$ cat src/rtl/uart_tx_framer_if.sv
// uart_tx_framer_if
// Groups the processor-side handshake and the serial-side outputs of the
// UART transmit framer into one bundle.
//   data_in       : character to send (driven by the processor side)
//   load          : request to send data_in
//   ready         : a load will be accepted
//   busy          : a frame is on the line
//   tx            : serial line, idle high
//   char_complete : one-cycle pulse after each stop bit finishes
// Modports: master = processor/testbench side, slave = framer side.
interface uart_tx_framer_if #(
  parameter int DATA_BITS = 8
);
  logic [DATA_BITS-1:0] data_in;
  logic                 load;
  logic                 ready;
  logic                 busy;
  logic                 tx;
  logic                 char_complete;

  modport master (
    output data_in, load,
    input  ready, busy, tx, char_complete
  );

  modport slave (
    input  data_in, load,
    output ready, busy, tx, char_complete
  );
endinterface

$ cat src/rtl/uart_tx_framer.sv
// uart_tx_framer
// Serialises characters into UART frames: one start bit (0), DATA_BITS data
// bits LSB first, one stop bit (1), each bit held for OVERSAMPLE clocks.
// A one-entry holding register lets the next character be queued while a
// frame is in flight, so consecutive frames go out with no idle gap.
// Ports:
//   clk16x  : single clock, all state changes on its rising edge
//   reset_n : asynchronous active-low reset
//   bus     : uart_tx_framer_if slave modport (data_in, load, ready, busy,
//             tx, char_complete)
module uart_tx_framer #(
  parameter int OVERSAMPLE = 16,
  parameter int DATA_BITS  = 8
) (
  input  logic              clk16x,
  input  logic              reset_n,
  uart_tx_framer_if.slave   bus
);

  localparam int TICK_W = (OVERSAMPLE > 1) ? $clog2(OVERSAMPLE) : 1;
  localparam int BIT_W  = (DATA_BITS > 1) ? $clog2(DATA_BITS) : 1;
  localparam logic [TICK_W-1:0] LAST_TICK = TICK_W'(OVERSAMPLE - 1);
  localparam logic [BIT_W-1:0]  LAST_BIT  = BIT_W'(DATA_BITS - 1);

  typedef enum logic [1:0] {IDLE, START, DATA, STOP} state_e;

  state_e               state_q, state_d;
  logic [TICK_W-1:0]    tick_q, tick_d;
  logic [BIT_W-1:0]     bit_idx_q, bit_idx_d;
  logic [DATA_BITS-1:0] shift_reg_q, shift_reg_d;
  logic [DATA_BITS-1:0] hold_q, hold_d;
  logic                 hold_valid_q, hold_valid_d;
  logic                 tx_q, tx_d;
  logic                 char_complete_q, char_complete_d;

  logic                 tick_end;
  logic                 stop_end;
  logic [DATA_BITS-1:0] shifted;

  assign tick_end = (tick_q == LAST_TICK);
  assign stop_end = (state_q == STOP) && tick_end;
  assign shifted  = shift_reg_q >> 1;

  always_ff @(posedge clk16x or negedge reset_n) begin
    if (!reset_n) begin
      state_q         <= IDLE;
      tick_q          <= '0;
      bit_idx_q       <= '0;
      shift_reg_q     <= '0;
      hold_q          <= '0;
      hold_valid_q    <= 1'b0;
      tx_q            <= 1'b1;
      char_complete_q <= 1'b0;
    end else begin
      state_q         <= state_d;
      tick_q          <= tick_d;
      bit_idx_q       <= bit_idx_d;
      shift_reg_q     <= shift_reg_d;
      hold_q          <= hold_d;
      hold_valid_q    <= hold_valid_d;
      tx_q            <= tx_d;
      char_complete_q <= char_complete_d;
    end
  end

  always_comb begin
    state_d         = state_q;
    tick_d          = tick_q;
    bit_idx_d       = bit_idx_q;
    shift_reg_d     = shift_reg_q;
    hold_d          = hold_q;
    hold_valid_d    = hold_valid_q;
    tx_d            = tx_q;
    char_complete_d = 1'b0;

    // Queue a character while a frame is in flight. The edge that ends the
    // stop bit is excluded: with the hold empty, a load there starts the
    // next frame directly instead of being parked.
    if (bus.load && (state_q != IDLE) && !hold_valid_q && !stop_end) begin
      hold_d       = bus.data_in;
      hold_valid_d = 1'b1;
    end

    unique case (state_q)
      IDLE: begin
        tick_d    = '0;
        bit_idx_d = '0;
        tx_d      = 1'b1;
        if (bus.load) begin
          shift_reg_d = bus.data_in;
          tx_d        = 1'b0;
          state_d     = START;
        end
      end

      START: begin
        tick_d = tick_q + 1'b1;
        if (tick_end) begin
          tick_d    = '0;
          bit_idx_d = '0;
          tx_d      = shift_reg_q[0];
          state_d   = DATA;
        end
      end

      DATA: begin
        tick_d = tick_q + 1'b1;
        if (tick_end) begin
          tick_d      = '0;
          shift_reg_d = shifted;
          if (bit_idx_q == LAST_BIT) begin
            bit_idx_d = '0;
            tx_d      = 1'b1;
            state_d   = STOP;
          end else begin
            bit_idx_d = bit_idx_q + 1'b1;
            tx_d      = shifted[0];
          end
        end
      end

      STOP: begin
        tick_d = tick_q + 1'b1;
        if (tick_end) begin
          tick_d          = '0;
          char_complete_d = 1'b1;
          // Held data has priority; a load on this edge is ignored then
          // because ready is low.
          if (hold_valid_q) begin
            shift_reg_d  = hold_q;
            hold_valid_d = 1'b0;
            tx_d         = 1'b0;
            state_d      = START;
          end else if (bus.load) begin
            shift_reg_d = bus.data_in;
            tx_d        = 1'b0;
            state_d     = START;
          end else begin
            tx_d    = 1'b1;
            state_d = IDLE;
          end
        end
      end

      default: begin
        state_d = IDLE;
        tx_d    = 1'b1;
      end
    endcase
  end

  assign bus.tx            = tx_q;
  assign bus.busy          = (state_q != IDLE);
  assign bus.ready         = ~hold_valid_q;
  assign bus.char_complete = char_complete_q;

endmodule
$ cat src/flat_wrapper.sv
// flat-port wrapper written by rule: the top's interface ports become plain ports
module uart_tx_framer_flat 
#(
  parameter int OVERSAMPLE = 16,
  parameter int DATA_BITS  = 8
)
  (clk16x, reset_n, bus_data_in, bus_load, bus_ready, bus_busy, bus_tx, bus_char_complete);
  uart_tx_framer_if #(.DATA_BITS(DATA_BITS)) bus_i ();
  input  logic clk16x;
  input  logic reset_n;
  input wire logic [$bits(bus_i.data_in)-1:0] bus_data_in;
  input wire logic [$bits(bus_i.load)-1:0] bus_load;
  output wire logic [$bits(bus_i.ready)-1:0] bus_ready;
  output wire logic [$bits(bus_i.busy)-1:0] bus_busy;
  output wire logic [$bits(bus_i.tx)-1:0] bus_tx;
  output wire logic [$bits(bus_i.char_complete)-1:0] bus_char_complete;
  assign bus_i.data_in = bus_data_in;
  assign bus_i.load = bus_load;
  assign bus_ready = bus_i.ready;
  assign bus_busy = bus_i.busy;
  assign bus_tx = bus_i.tx;
  assign bus_char_complete = bus_i.char_complete;
  uart_tx_framer #(.OVERSAMPLE(OVERSAMPLE), .DATA_BITS(DATA_BITS)) u_core (.clk16x(clk16x), .reset_n(reset_n), .bus(bus_i));
endmodule
$ cat config.mk
export PLATFORM = sky130hd
export DESIGN_NAME = uart_tx_framer_flat
export DESIGN_NICKNAME = d
export VERILOG_FILES = /design/src/rtl/uart_tx_framer_if.sv /design/src/rtl/uart_tx_framer.sv /design/src/flat_wrapper.sv
export SDC_FILE = /design/constraint.sdc
export NUM_CORES = 1
export LEC_CHECK = 0
export ABC_AREA = 1
export BUFFER_PORTS_ARGS = -buffer_cell sky130_fd_sc_hd__buf_2
export CAP_MARGIN = 20
export CORE_ASPECT_RATIO = 1.75
export CORE_MARGIN = 3
export CORE_UTILIZATION = 55
export CTS_BUF_LIST = sky130_fd_sc_hd__clkbuf_4 sky130_fd_sc_hd__clkbuf_8
export DETAILED_ROUTE_END_ITERATION = 6
export PLACE_DENSITY_LB_ADDON = 0.12
export SYNTH_ARGS = -nofsm -noshare
export SYNTH_HDL_FRONTEND = slang
export SYNTH_SLANG_ARGS = --single-unit
$ cat constraint.sdc
create_clock -name clk16x -period 5 [get_ports clk16x]
set_clock_uncertainty 0.1 [all_clocks]
set_input_delay 0.5 -clock clk16x [delete_from_list [all_inputs] [get_ports clk16x]]
set_output_delay 0.5 -clock clk16x [all_outputs]
set_load 0.01 [all_outputs]
==> results.py <==
metrics = {
    "power_and_ir_drop": {
        "swShare_pct": 41.6,
        "internal-power_mw": 0.563,
        "p_comb_share_pct": 44.9,
        "p_clk_share_pct": 18.5,
        "peakVddDrop_mv": 0.385,
        "power.leakage_nw": 0.944,
        "p_sw_mw": 0.401,
        "power_density_mw_per_mm2": 544,
        "p_seq_share_pct": 36.7,
    },
    "layout": {
        "final_cells": 255,
        "fin_nets": 247,
        "final_area_sq_mm": 0.00177,
        "syn2layout_area_growth_pct": 8.09,
        "drive_gt1_share_pct": 17.5,
        "num_antenna_cells": 0,
    },
    "clock_network": {
        "cts_root_buffer": "clkbuf_8",
        "cts_buffers": 3,
        "cts_buffer_depth": 2,
        "cts_resized": 0,
        "insertion_delay_ps": 270,
        "cts_sinks": 28,
        "htree_num_levels": 1,
        "path_clk_slew_ps": 100,
        "cts_hold_buffers": 0,
        "post_cts_buffers": 0,
        "cts_tree": "built",
    },
    "placed_design": {
        "pre_cts_slack_ps": 3170,
        "place.gp.congestion": 0.847,
        "dp_cells": 251,
        "placed_area_sq_mm": 0.00170,
        "portBuffers": 14,
        "dpl.hpwl_um": 2510,
    },
    "job": {
        "maxCapViolations": 0,
    },
    "critical_path": {
        "cp_max_fo": 6,
        "required_ps": 4400,
        "worst_setup_path_end_kind": "primary output",
        "arrival_ps": 1380,
        "worstSetupStartpointType": "flip-flop",
        "crit_type": "flip-flop to primary output",
    },
    "floorplanning": {
        "fp.dieW_um": 47.3,
        "coreArea_sq_mm": 0.00278,
        "die_area_sq_mm": 0.00370,
        "initial_core_util_pct": 58.9,
        "die_height_um": 78.2,
        "ios": 15,
        "rows": 25,
    },
    "global_routing": {
        "grt_start_max_net_pins": 29,
        "grtUsageTotal_pct": 20.2,
        "antenna_found_initial": 0,
        "grt_pass1_vias": 1340,
        "grt_pass1_wl_um": 5620,
        "overflow": 0,
    },
    "sta": {
        "fin_setup_tns_ps": 0,
        "slew_viol_final": 0,
        "worst_pin_slew_ps": 620,
        "hold_viol_final": 0,
        "relSlewSlack_pct": 58.7,
        "fin_crit_sh_pct": 39.7,
        "min_period_ps": 1980,
        "max_freq_mhz": 504,
        "setup_violations": 0,
        "layout_setup_ws_ps": 3020,
        "rsz0062_at_grt": "no",
    },
    "drt": {
        "antenna_left": 0,
        "routedWlPerCell_um": 12.9,
        "via_per_inst": 5.44,
        "drt_first_iter_violations": 43,
        "drc": 0,
        "routed_wl_um": 3290,
        "via_count": 1387,
        "first_pass_iters": 4,
    },
    "synthesis": {
        "ys.flop_type": "dfrtp_1",
        "ys_ff_latch": 28,
        "synth_edf_count": 0,
        "yosys.cell_types.count": 25,
        "yosysTopAreaCell": "dfrtp_1",
        "synth_common_cells": "nand2_1, dfrtp_1, inv_1, nor2_1, o21ai_0",
        "synthesis.area_sq_mm": 0.00164,
        "syn_inst": 215,
        "yosysMostFrequentCell": "nand2_1",
        "ys_async_sr_fraction_pct": 100,
        "yosys_warnings": 0,
        "seq_area_frac_synth_pct": 42.8,
        "synthesis.nets": 233,
        "synth_area_leaders": "dfrtp_1, nand2_1, inv_1",
        "avgSynthCellArea_sq_um": 7.63,
        "yosysTopAreaCellShare_pct": 41.2,
    },
    "worst_hold_path": {
        "hold_path_class": "input port to asynchronous set/reset pin",
    },
    "status": {
        "status": "completed",
    },
}
-- critical path: stages, from the launching register on --
cell,delay (ps)
dfrtp_1,460
inv_1,110
ha_1,270
inv_2,130
buf_2,140
-- power by group through the flow --
stage                     clock network (mW)  registers (mW)  logic (mW)
after global placement                     0           0.354       0.420
final                                  0.178           0.354       0.433
after CTS                              0.179           0.354       0.434
after global routing                   0.189           0.363       0.503
after floorplan                            0           0.347       0.343
after detailed placement                   0           0.359       0.430
-- flip-flops by register name, summed over array words and instances, names as in the netlist --
name,cells
u_core.hold_q,8
u_core.shift_reg_q,8
u_core.tick_q,4
u_core.bit_idx_q,3
u_core.state_q,2
u_core.bus.char_complete,1
u_core.bus.tx,1
u_core.hold_valid_q,1
-- area by class of cell --
type	count	area, sq um
multi-input cells	154	790
flip-flops and latches	28	702
clock buffers	3	41.3
repair buffers	14	70.1
fillers	254	1010
inverters	28	106
well taps	27	33.8
clock inverters	1	30.0
-- cells by family (layout without fill, tap and decap cells) --
family | after synthesis | in the layout | synth area share [%]
AOI/OAI and AO/OA | 36 | 36 | 13.8
xor gates and xnor gates | 1 | 1 | 0.534
adders and majority gates | 7 | 7 | 5.34
buffers and inverters | 33 | 46 | 9.08
DFF | 28 | 28 | 42.8
and+or+nand+nor | 110 | 110 | 28.5
-- stage by stage --
stage,utilization (%),hold slack (ps),power (mW)
after floorplan,-,104,0.690
after global placement,61.1,351,0.774
after detailed placement,61.1,362,0.789
after CTS,63.7,146,0.967
after global routing,63.7,158,1.06
final,63.7,127,0.964
-- placed cells by master (no fill, tap or decap), drive strengths merged --
cell    Yosys  layout
or2         1       1
nor2       19      19
dfrtp      27      27
bufinv      0       1
dfstp       1       1
xor2        1       1
o21bai      1       1
nand2      75      75
ha          7       7
buf         5      14
a21oi      17      17
o21ai      17      17
inv        27      27
nand3      15      15
clkinv      1       1
clkbuf      0       3
a21boi      1       1
-- path summary, 6_finish.rpt --
kind	slack, ps	start	to	cells after the start
setup / recovery	3020	u_core.state_q[0]$_DFFE_PN0P_	bus_busy	4
min in group clk16x	370	u_core.tick_q[0]$_DFF_PN0_	u_core.tick_q[0]$_DFF_PN0_	1
hold / removal	130	reset_n	u_core.tick_q[1]$_DFF_PN0_	1
hold reg to reg	370	u_core.tick_q[0]$_DFF_PN0_	u_core.tick_q[0]$_DFF_PN0_	1
setup reg to reg	3120	u_core.state_q[0]$_DFFE_PN0P_	u_core.state_q[0]$_DFFE_PN0P_	8
max in group asynchronous	4270	reset_n	u_core.hold_q[3]$_DFFE_PN0P_	1
-- metal layers --
| layer | vias to the layer above | GRT usage, % | share of wire, % |
|---|---|---|---|
| met1 | 650 | 22.9 | 41 |
| met4 | 0 | 8.86 | 2.5 |
| met3 | 8 | 2.06 | 2.4 |
| met5 | - | 0 | 0 |
| met2 | 27 | 35.3 | 54 |
| li1 | 702 | - | - |
No activity file was read; power rests on OpenSTA's default activity.
